[src/rtl/prescaler_pkg.sv]
// prescaler_pkg: shared types, defaults and helpers for the multi-channel
// prescaler (prescaler_channel, prescaler_multi).
// Optional feature macro: PRESCALER_DUTY_EN (programmable high time).
package prescaler_pkg;

  localparam int unsigned CNT_W_DEF          = 32;
  localparam int unsigned DEFAULT_PERIOD_DEF = 50;
  // Widest counter the helper functions handle.
  localparam int unsigned MAX_CNT_W          = 64;

  typedef enum logic {
    IDLE = 1'b0,
    RUN  = 1'b1
  } chan_state_e;

  // Channel-select width, at least one bit even for a single channel.
  function automatic int unsigned ch_width(input int unsigned channels);
    return (channels > 1) ? $clog2(channels) : 1;
  endfunction

  // High time never exceeds the period; high >= period means constant high.
  function automatic logic [MAX_CNT_W-1:0] clamp_high(
    input logic [MAX_CNT_W-1:0] period,
    input logic [MAX_CNT_W-1:0] high
  );
    return (high > period) ? period : high;
  endfunction

  // Fixed 50% duty (floor); period 1 still produces a high output.
  function automatic logic [MAX_CNT_W-1:0] half_high(input logic [MAX_CNT_W-1:0] period);
    return (period == MAX_CNT_W'(1)) ? MAX_CNT_W'(1) : (period >> 1);
  endfunction

endpackage

[src/rtl/prescaler_channel.sv]
// prescaler_channel: one divider channel -- period counter, shadow period /
// high time with boundary-aligned reload, registered divided outputs.
// Ports:
//   i_clk, i_rst        clock, async active-high reset
//   i_en                run enable
//   i_wr                accepted configuration write for this channel
//   i_period, i_duty    new period / high time (i_duty used only with
//                       PRESCALER_DUTY_EN)
//   o_clk_div, o_tick   divided waveform, period-start strobe
//   o_reload_done       strobe on the edge the shadow is applied
//   o_pending           shadow waiting to be applied
module prescaler_channel
  import prescaler_pkg::*;
#(
  parameter int unsigned CNT_W          = CNT_W_DEF,
  parameter int unsigned DEFAULT_PERIOD = DEFAULT_PERIOD_DEF
) (
  input  logic             i_clk,
  input  logic             i_rst,
  input  logic             i_en,
  input  logic             i_wr,
  input  logic [CNT_W-1:0] i_period,
  input  logic [CNT_W-1:0] i_duty,
  output logic             o_clk_div,
  output logic             o_tick,
  output logic             o_reload_done,
  output logic             o_pending
);

  localparam logic [CNT_W-1:0] RST_PERIOD = CNT_W'(DEFAULT_PERIOD);

  chan_state_e      r_state;
  chan_state_e      w_state_nxt;
  logic [CNT_W-1:0] r_cnt;
  logic [CNT_W-1:0] w_cnt_nxt;
  logic [CNT_W-1:0] r_period;
  logic [CNT_W-1:0] r_sh_period;
  logic [CNT_W-1:0] w_high;
  logic [CNT_W-1:0] w_sh_high;
  logic             r_pending;
  logic             r_clk_div;
  logic             r_tick;
  logic             r_reload_done;
  logic             w_apply;
  logic             w_last;
  logic             w_clk_div_nxt;
  logic             w_tick_nxt;

`ifdef PRESCALER_DUTY_EN
  localparam logic [CNT_W-1:0] RST_HIGH = CNT_W'(DEFAULT_PERIOD >> 1);

  logic [CNT_W-1:0] r_high;
  logic [CNT_W-1:0] r_sh_high;

  assign w_high    = r_high;
  assign w_sh_high = r_sh_high;

  // Programmable high time, clamped to the period at capture.
  always_ff @(posedge i_clk or posedge i_rst) begin
    if (i_rst) begin
      r_high    <= RST_HIGH;
      r_sh_high <= RST_HIGH;
    end else begin
      if (w_apply) r_high <= r_sh_high;
      if (i_wr)    r_sh_high <= CNT_W'(clamp_high(MAX_CNT_W'(i_period), MAX_CNT_W'(i_duty)));
    end
  end
`else
  logic w_duty_unused;
  assign w_duty_unused = ^i_duty;

  // High time follows the period; no duty storage.
  assign w_high    = CNT_W'(half_high(MAX_CNT_W'(r_period)));
  assign w_sh_high = CNT_W'(half_high(MAX_CNT_W'(r_sh_period)));
`endif

  assign w_last = (r_cnt == (r_period - CNT_W'(1)));

  // State register plus counter, period, shadow and registered outputs.
  always_ff @(posedge i_clk or posedge i_rst) begin
    if (i_rst) begin
      r_state       <= IDLE;
      r_cnt         <= '0;
      r_period      <= RST_PERIOD;
      r_sh_period   <= RST_PERIOD;
      r_pending     <= 1'b0;
      r_clk_div     <= 1'b0;
      r_tick        <= 1'b0;
      r_reload_done <= 1'b0;
    end else begin
      r_state       <= w_state_nxt;
      r_cnt         <= w_cnt_nxt;
      r_clk_div     <= w_clk_div_nxt;
      r_tick        <= w_tick_nxt;
      r_reload_done <= w_apply;
      if (w_apply) begin
        r_period  <= r_sh_period;
        r_pending <= 1'b0;
      end
      // A write is only accepted while nothing is pending, so it never
      // collides with a reload on the same edge.
      if (i_wr) begin
        r_sh_period <= i_period;
        r_pending   <= 1'b1;
      end
    end
  end

  // Next state, next count and reload decision.
  always_comb begin
    w_state_nxt = r_state;
    w_cnt_nxt   = r_cnt;
    w_apply     = 1'b0;
    if (r_state == IDLE) begin
      w_cnt_nxt = '0;
      // An idle channel applies its shadow first and starts on a later edge.
      if (r_pending) begin
        w_apply = 1'b1;
      end else if (i_en && (r_period != '0)) begin
        w_state_nxt = RUN;
      end
    end else begin
      if (!i_en || (r_period == '0)) begin
        w_state_nxt = IDLE;
        w_cnt_nxt   = '0;
      end else if (w_last) begin
        w_cnt_nxt = '0;
        if (r_pending) begin
          w_apply = 1'b1;
          if (r_sh_period == '0) w_state_nxt = IDLE;
        end
      end else begin
        w_cnt_nxt = r_cnt + CNT_W'(1);
      end
    end
  end

  // Next registered outputs; a reloading wrap already uses the new high time.
  always_comb begin
    w_tick_nxt    = 1'b0;
    w_clk_div_nxt = 1'b0;
    if (w_state_nxt == RUN) begin
      w_tick_nxt    = (w_cnt_nxt == '0);
      w_clk_div_nxt = (w_cnt_nxt < (w_apply ? w_sh_high : w_high));
    end
  end

  assign o_clk_div     = r_clk_div;
  assign o_tick        = r_tick;
  assign o_reload_done = r_reload_done;
  assign o_pending     = r_pending;

endmodule

[src/rtl/prescaler_multi.sv]
// prescaler_multi: CHANNELS independent programmable clock prescalers on a
// single clock, with a shared valid/ready configuration write port.
// Optional feature macro: PRESCALER_DUTY_EN (cfg_duty sets the high time;
// otherwise high time is period/2).
// Ports:
//   src_clk, rst            clock, async active-high reset
//   en[CHANNELS]            per-channel run enable
//   cfg_valid / cfg_ready   configuration write handshake
//   cfg_ch                  target channel (out-of-range writes are dropped)
//   cfg_period, cfg_duty    new period / high time
//   clk_div, tick           divided waveform, period-start strobe (registered)
//   reload_done             strobe when a channel applies its new setting
module prescaler_multi
  import prescaler_pkg::*;
#(
  parameter int unsigned CHANNELS       = 4,
  parameter int unsigned CNT_W          = CNT_W_DEF,
  parameter int unsigned DEFAULT_PERIOD = DEFAULT_PERIOD_DEF
) (
  input  logic                          src_clk,
  input  logic                          rst,
  input  logic [CHANNELS-1:0]           en,
  input  logic                          cfg_valid,
  output logic                          cfg_ready,
  input  logic [ch_width(CHANNELS)-1:0] cfg_ch,
  input  logic [CNT_W-1:0]              cfg_period,
  input  logic [CNT_W-1:0]              cfg_duty,
  output logic [CHANNELS-1:0]           clk_div,
  output logic [CHANNELS-1:0]           tick,
  output logic [CHANNELS-1:0]           reload_done
);

  localparam int unsigned CH_W = ch_width(CHANNELS);

  logic [CHANNELS-1:0] w_wr;
  logic [CHANNELS-1:0] w_pending;

  // Ready unless the addressed channel still holds an unapplied write.
  always_comb begin
    cfg_ready = 1'b1;
    for (int i = 0; i < CHANNELS; i++) begin
      if ((cfg_ch == CH_W'(i)) && w_pending[i]) cfg_ready = 1'b0;
    end
  end

  for (genvar g = 0; g < CHANNELS; g++) begin : g_ch
    assign w_wr[g] = cfg_valid && cfg_ready && (cfg_ch == CH_W'(g));

    prescaler_channel #(
      .CNT_W          (CNT_W),
      .DEFAULT_PERIOD (DEFAULT_PERIOD)
    ) u_ch (
      .i_clk         (src_clk),
      .i_rst         (rst),
      .i_en          (en[g]),
      .i_wr          (w_wr[g]),
      .i_period      (cfg_period),
      .i_duty        (cfg_duty),
      .o_clk_div     (clk_div[g]),
      .o_tick        (tick[g]),
      .o_reload_done (reload_done[g]),
      .o_pending     (w_pending[g])
    );
  end

endmodule

[config.mk]
export PLATFORM = sky130hd
export DESIGN_NAME = prescaler_multi
export DESIGN_NICKNAME = d
export VERILOG_FILES = /design/src/rtl/prescaler_pkg.sv /design/src/rtl/prescaler_channel.sv /design/src/rtl/prescaler_multi.sv
export SDC_FILE = /design/constraint.sdc
export NUM_CORES = 1
export LEC_CHECK = 0
export BUFFER_PORTS_ARGS = -buffer_cell sky130_fd_sc_hd__buf_2
export CELL_PAD_IN_SITES_DETAIL_PLACEMENT = 2
export CELL_PAD_IN_SITES_GLOBAL_PLACEMENT = 2
export CORE_ASPECT_RATIO = 1.2
export CORE_UTILIZATION = 45
export CTS_BUF_LIST = sky130_fd_sc_hd__clkbuf_4 sky130_fd_sc_hd__clkbuf_8 sky130_fd_sc_hd__clkbuf_16
export DETAILED_ROUTE_END_ITERATION = 10
export MAX_ROUTING_LAYER = met4
export PLACE_DENSITY_LB_ADDON = 0.1
export SLEW_MARGIN = 0
export SYNTH_ARGS = -nofsm -noshare
export SYNTH_HDL_FRONTEND = slang
export SYNTH_SLANG_ARGS = --single-unit
[constraint.sdc]
create_clock -name src_clk -period 19.6 [get_ports src_clk]
set_input_delay 2.94 -clock src_clk [delete_from_list [all_inputs] [get_ports src_clk]]
set_output_delay 2.94 -clock src_clk [all_outputs]
set_load 0.05 [all_outputs]
==> results.yml, run 1 <==
run_status:
  status: "finished, final reports clean"
synth:
  yosysSeqAreaShare_pct: 39.0
  synth_fp_nets: 2856
  synthFlopType: "dfrtp_1"
  netlist_instances: 2651
  async_flop_share_pct: 100
  ys_warn_count: 0
  ys_ff_latch: 404
  syn_avg_cell_area_sq_um: 9.82
  synth_cell_types: 80
  synth.cell_area_sq_um: 26000
  synth_edf_count: 0
layout:
  final_cell_mix: "380 x dfrtp_1, 262 x nor2_1, 182 x xnor2_1"
  fillCellCount: 5896
  drive_gt1_share_pct: 14.8
  syn2layout_area_growth_pct: 9.61
  seqCellArea_sq_um: 10100
  final_common_cell: "dfrtp_1"
  stdcell_count: 3407
  final_area_sq_um: 28500
  layout.nets: 2836
  multi_input_area_sq_um: 15000
timing:
  finalSetupViolCount: 0
  slew_violations: 0
  setup_slack_ns: 12.37
  fin_crit_ns: 7.23
  finClkSkew_ns: 0.0117
  fin_crit_sh_pct: 36.9
  tightest_slew_ns: 1.05
  rsz0062_at_grt: "false"
  slew-limit-headroom_pct: 30.1
  final_hold_viol_count: 0
  max_freq_mhz: 138
  tns_ns: 0
detailed_routing:
  wirelength_um: 91200
  top_layer: "met4"
  via_per_inst: 6.16
  wl_met2_um: 47300
  drc: 0
  initialDrtViolationCount: 1068
  wl_met1_um: 36500
  route.met3.wl_um: 3100
  ant_nets: 0
  wire_per_inst_um: 26.8
  dr.pass1.iters: 5
  via_count: 21000
worst_setup_path:
  reg2reg_to: "g_ch[3].u_ch.o_clk_div$_DFF_PP0_"
  cp_max_fo: 32
  cp_common_cell: "a21o_1"
  r2r-start: "g_ch[3].u_ch.r_period[2]$_DFFE_PP0N_"
  required_ns: 20.09
  arrival_ns: 7.71
  critPathMaxStageDelay_ns: 0.78
  critPathKind: "flip-flop to flip-flop"
  critPathCaptureType: "flip-flop"
  reg2reg_depth: 20
  cp_slowest_cell: "nor4_2"
  startpoint: "g_ch[3].u_ch.r_period[2]$_DFFE_PP0N_"
  start_kind: "flip-flop"
  rrSetupSlack_ns: 12.37
  path_cells: "nor4_2 > nand3_1 > or4_1 > a2111oi_0 > o2111ai_1 > nor4_2 > a21o_1 > nand2_2 > buf_4 > mux2i_1 > ha_1 > a21o_1 > a21o_1 > a21oi_1 > nor2_1 > a211oi_1 > o211ai_1 > nor2_1 > o221ai_1 > a211oi_1"
place:
  numPortBuffers: 53
  dp.final_hpwl_um: 67300
  place_area_sq_um: 26800
  placed_cells: 3318
  pre_cts_ws_ns: 12.29
  place_congestion: 0.871
cts:
  cts_tree: "built"
  clockBufferDepth: 3
  cts_resized: 0
  postCtsSetupRepairBufs: 0
  cts.sinks: 404
  worstSkewPairLatency_ns: 0.60
  htree_levels: 2
  clk_pin_slew_ns: 0.06
  cts_root_buf: "clkbuf_16"
  numCtsBuffers: 46
  ctsHoldBuffers: 0
global_route:
  gr-usage-all-layers_pct: 32.1
  first_global_vias: 23800
  grt_pass1_wl_um: 142000
  antenna_found_initial: 15
  grt_max_degree: 152
  grt_remaining_overflow: 0
power_and_ir_drop:
  leakage_nw: 12.7
  p_per_area_nw_per_um2: 121
  design_power_total_mw: 3.45
  ir_drop_v: 0.0000827
floorplanning:
  core_region_area_sq_um: 57200
  die_h_um: 265
  start_util_pct: 45.5
  die_w_um: 222
  row_count: 96
  ios: 86
  fp.dieArea_sq_um: 58800
worst_hold_path:
  holdCritPathClass: "flip-flop to flip-flop"
  min_from: "g_ch[1].u_ch.r_sh_period[1]$_DFFE_PP1P_"
  hold_depth: 2
  whs_endpoint: "g_ch[1].u_ch.r_period[1]$_DFFE_PP1N_"
job:
  drv_cap: 0
==> state kept, by name, summed over array words and instances, names as in the netlist <==
| register | cells |
|---|---|
| g_ch.u_ch.o_clk_div | 4 |
| g_ch.u_ch.r_sh_period | 128 |
| g_ch.u_ch.r_cnt | 128 |
| g_ch.u_ch.r_period | 128 |
| g_ch.u_ch.r_state | 4 |
| g_ch.u_ch.o_pending | 4 |
| g_ch.u_ch.o_reload_done | 4 |
| g_ch.u_ch.o_tick | 4 |
==> synth_stat cells (all sizes together), types with 17 or more instances <==
cell type  instances  share of area, %
nor2b             22              0.53
clkbuf           108               1.6
dfrtp            380                37
dfstp             24               2.4
a211oi            17              0.49
nor3              79               1.5
nand4             69               1.7
nand2            109               1.6
o21ai             55               1.1
mux2i             98               3.8
inv               97               1.4
ha               132               6.3
and3              41              0.99
a21oi             67               1.3
nor2             263               3.8
mux2             224               9.7
or4               27              0.78
nor4              83               2.1
or3               23              0.55
xor2             119               4.0
a21o              47               1.4
a31oi             31              0.75
nand2b            24              0.58
xnor2            182               6.1
buf               36              0.78
nand3             94               1.8
==> routing by layer <==
metal	vias up	global-route usage, %
met5	-	-
met4	0	13.9
met3	211	4.15
met2	393	57.1
met1	10900	36.2
li1	9513	-
==> kinds of logic (layout without fill, tap and decap cells) <==
kind of cell	after synthesis	count (layout)	synth area share [%]
AND/OR/NAND/NOR	910	910	18.3
flip-flops	404	404	39.0
adder cells (fa/ha/maj)	132	132	6.35
XOR/XNOR	301	301	10.1
AO/OA/AOI/OAI	337	337	8.87
multiplexers	324	324	13.6
other	0	3	0
buffers and inverters	243	261	3.76
==> power by group <==
group / leakage, nW / switching (mW) / internal, mW / total (mW)
registers: 5.06 / 0.354 / 1.05 / 1.40
clock network: 0.834 / 0.387 / 0.576 / 0.964
logic: 6.77 / 0.604 / 0.484 / 1.09
total: 12.7 / 1.35 / 2.11 / 3.45
==> through the flow <==
stage	utilization, %	hold WS (ns)
after floorplan	-	0.472
after global placement	47.0	0.497
after detailed placement	47.0	0.510
after CTS	49.9	0.522
after global routing	49.9	0.538
final	49.9	0.520
==> final cells by class <==
class                           count  share of cell area [%]
Multi-Input combinational cell   2004                    52.4
Clock inverter                     19                   0.798
Sequential cell                   404                    35.5
Clock buffer                       67                    5.06
Tap cell                          735                    3.22
Antenna cell                        3                  0.0263
Inverter                           99                    1.33
Timing Repair Buffer               76                    1.58
==> how the worst max path moves through the flow <==
stage                                             endpoint  slack [ns]  cells past startpoint
after floorplan           g_ch[0].u_ch.o_clk_div$_DFF_PP0_        5.46                      1
after CTS                 g_ch[3].u_ch.o_clk_div$_DFF_PP0_       12.46                     20
after global routing      g_ch[3].u_ch.o_clk_div$_DFF_PP0_       11.83                     20
after global placement    g_ch[3].u_ch.o_clk_div$_DFF_PP0_       12.54                     16
final                     g_ch[3].u_ch.o_clk_div$_DFF_PP0_       12.37                     20
after detailed placement  g_ch[3].u_ch.o_clk_div$_DFF_PP0_       12.29                     16
==> critical path, delay by kind of cell (launching register included) <==
family / cells / cell delay (ns)
AO/OA/AOI/OAI: 10 / 2.58
adder cells (fa/ha/maj): 1 / 0.31
buffers and inverters: 1 / 0.51
flip-flops: 1 / 0.47
multiplexers: 1 / 0.18
AND/OR/NAND/NOR: 7 / 2.98
Note: power is estimated with default switching activity, not from simulation.
==> run 2, diff against run 1 <==
Settings changed: ABC_AREA set to 1, CORE_UTILIZATION 45 to 37.
Clock period 19.6 ns to 6.93 ns, I/O delays scaled along.
==> run 2 against run 1 <==
Via count rose by 16%. Setup slack worse by 11 ns. Clock power grew to 3.0 times the previous value. Wire length rose by 13%. Utilization decreased by 8.4 points. Synthesized cell count up 35%. Register-to-register slack lost 11 ns. Combinational power up 140%. Sequential cell count unchanged.
==> results.yml, run 2 <==
worst_setup_path:
  critPathCaptureType: "flip-flop"
  cp_max_fo: 18
  arrival_ns: 6.03
  required_ns: 7.44
  start_kind: "flip-flop"
  critPathKind: "flip-flop to flip-flop"
detailed_routing:
  initialDrtViolationCount: 763
  dr.pass1.iters: 6
  ant_nets: 0
  wire_per_inst_um: 22.4
  via_per_inst: 5.32
  wirelength_um: 103000
  via_count: 24300
  drc: 0
timing:
  setup_slack_ns: 1.41
  finClkSkew_ns: 0.0240
  rsz0062_at_grt: "false"
  tightest_slew_ns: 1.23
  final_hold_viol_count: 0
  holdWs_ns: 0.468
  fin_crit_sh_pct: 79.6
  slew_violations: 0
  slew-limit-headroom_pct: 18.1
  fin_crit_ns: 5.52
  max_freq_mhz: 181
  tns_ns: 0
  finalSetupViolCount: 0
place:
  pre_cts_ws_ns: 1.50
  placed_cells: 4480
  dp.final_hpwl_um: 81800
  place_area_sq_um: 27600
  numPortBuffers: 53
  place_congestion: 0.929
synth:
  synth_fp_nets: 3773
  synth_top_area_share_pct: 36.0
  yosysSeqAreaShare_pct: 38.4
  yosys.area.top_type: "dfrtp_1"
  synthFlopType: "dfrtp_1"
  async_flop_share_pct: 100
  ys_ff_latch: 404
  synth.most_common_cell: "nand2_1"
  netlist_instances: 3568
  synth_common_cells: "822 x nand2_1, 473 x inv_1, 464 x nor2_1"
  synth_cell_types: 56
  syn_avg_cell_area_sq_um: 7.41
  synth_edf_count: 0
  ys_warn_count: 0
  synth.cell_area_sq_um: 26400
  synth.area.top_cells: "dfrtp_1 36%, nand2_1 12%, inv_1 6.7%, nor2_1 6.6%, ha_1 6.2%"
layout:
  final_cell_mix: "822 x nand2_1, 472 x inv_1, 464 x nor2_1"
  fillCellCount: 8359
  final_util_pct: 41.5
  multi_input_area_sq_um: 14100
  stdcell_count: 4575
  reg.largest.list: "g_ch.u_ch.r_cnt: 128 flops, g_ch.u_ch.r_period: 128 flops, g_ch.u_ch.r_sh_period: 128 flops"
  final_common_cell: "nand2_1"
  layout.nets: 3808
  seqCellArea_sq_um: 10100
  final_area_sq_um: 29400
  syn2layout_area_growth_pct: 11.1
  drive_gt1_share_pct: 9.14
floorplanning:
  core_region_area_sq_um: 70800
  die_h_um: 295
  die_w_um: 246
  ios: 86
  row_count: 107
  start_util_pct: 37.3
  fp.dieArea_sq_um: 72500
global_route:
  grt_pass1_wl_um: 160000
  first_global_vias: 27400
  grt_remaining_overflow: 0
  grt_max_degree: 155
  antenna_found_initial: 8
  gr-usage-all-layers_pct: 29.5
power_and_ir_drop:
  leakage_nw: 13.9
  design_power_total_mw: 9.05
  p_per_area_nw_per_um2: 308
  ir_drop_v: 0.000219
cts:
  cts_tree: "built"
  cts.sinks: 404
  worstSkewPairLatency_ns: 0.62
  cts_root_buf: "clkbuf_16"
  htree_levels: 2
  clk_pin_slew_ns: 0.07
  clockBufferDepth: 3
  postCtsSetupRepairBufs: 0
  ctsHoldBuffers: 0
  numCtsBuffers: 47
  cts_resized: 0
worst_hold_path:
  holdCritPathClass: "input port to asynchronous set/reset pin"
run_status:
  status: "finished, final reports clean"
job:
  drv_cap: 0
==> run 2: worst max-delay path: stages, from the launching register on <==
cell       delay, ns
dfstp_2         0.58
inv_1           0.07
ha_1            0.23
nand2_2         0.15
nor2_4          0.07
nand2_2         0.18
clkinv_1        0.15
nand3_1         0.12
nand2_1         0.07
nand2_1         0.06
nand2_1         0.05
nor2_1          0.10
nand2_1         0.09
nor2_2          0.21
nand3_1         0.16
nand2_1         0.14
nand2_1         0.08
inv_1           0.65
or2_2           0.23
o21ai_0         0.13
ha_1            0.33
nand2_1         0.08
inv_1           0.07
nand3_1         0.07
a31oi_1         0.09
a2111oi_0       0.68
nand2_1         0.30
a21oi_1         0.26
==> run 2: layer usage <==
| layer | up-vias | GRT usage, % | part of all wire [%] | wire [um] |
|---|---|---|---|---|
| li1 | 11500 | - | - | - |
| met1 | 12400 | 35.0 | 43 | 44100 |
| met2 | 263 | 52.8 | 52 | 53300 |
| met3 | 135 | 2.83 | 2.3 | 2390 |
| met4 | 0 | 7.91 | 2.9 | 2960 |
| met5 | - | - | 0 | 0 |
==> run 2: logic make-up (layout without fill, tap and decap cells) <==
kind of cell,Yosys count,after routing,synth area share (%)
AO/OA/AOI/OAI,416,416,8.33
flip-flops,404,404,38.4
other,0,7,0
XOR/XNOR,227,227,7.83
AND/OR/NAND/NOR,1824,1824,30.7
adder cells (fa/ha/maj),132,132,6.25
buffers and inverters,565,639,8.49
==> run 2: final cells by class <==
class / instances / area share [%]
sequential: 404 / 34.5
tap: 926 / 3.95
timing repair buffer: 66 / 1.28
clock buffer: 61 / 4.64
antenna: 7 / 0.0596
multi-input combinational: 2599 / 47.9
clock inverter: 27 / 1.44
inverter: 485 / 6.21
==> run 2: worst paths after layout <==
path                                                             to  slack (ns)  cells past startpoint                                      from
max reg2reg                        g_ch[2].u_ch.o_clk_div$_DFF_PP0_        1.41                     27      g_ch[2].u_ch.r_period[1]$_DFFE_PP1N_
max in group asynchronous           g_ch[1].u_ch.r_cnt[6]$_DFF_PP0_        4.76                      4                                       rst
max                                g_ch[2].u_ch.o_clk_div$_DFF_PP0_        1.41                     27      g_ch[2].u_ch.r_period[1]$_DFFE_PP1N_
min                           g_ch[2].u_ch.r_period[23]$_DFFE_PP0N_        0.47                      2                                       rst
min in group src_clk       g_ch[3].u_ch.r_sh_period[17]$_DFFE_PP0P_        0.51                      2  g_ch[3].u_ch.r_sh_period[17]$_DFFE_PP0P_
min reg2reg                g_ch[3].u_ch.r_sh_period[17]$_DFFE_PP0P_        0.51                      2  g_ch[3].u_ch.r_sh_period[17]$_DFFE_PP0P_
==> run 2: where the power goes <==
part	internal (mW)	leakage (nW)	switching, mW
Combinational	0.935	8.00	1.71
Clock	1.76	0.874	1.14
Sequential	2.84	5.06	0.656
Total	5.54	13.9	3.51
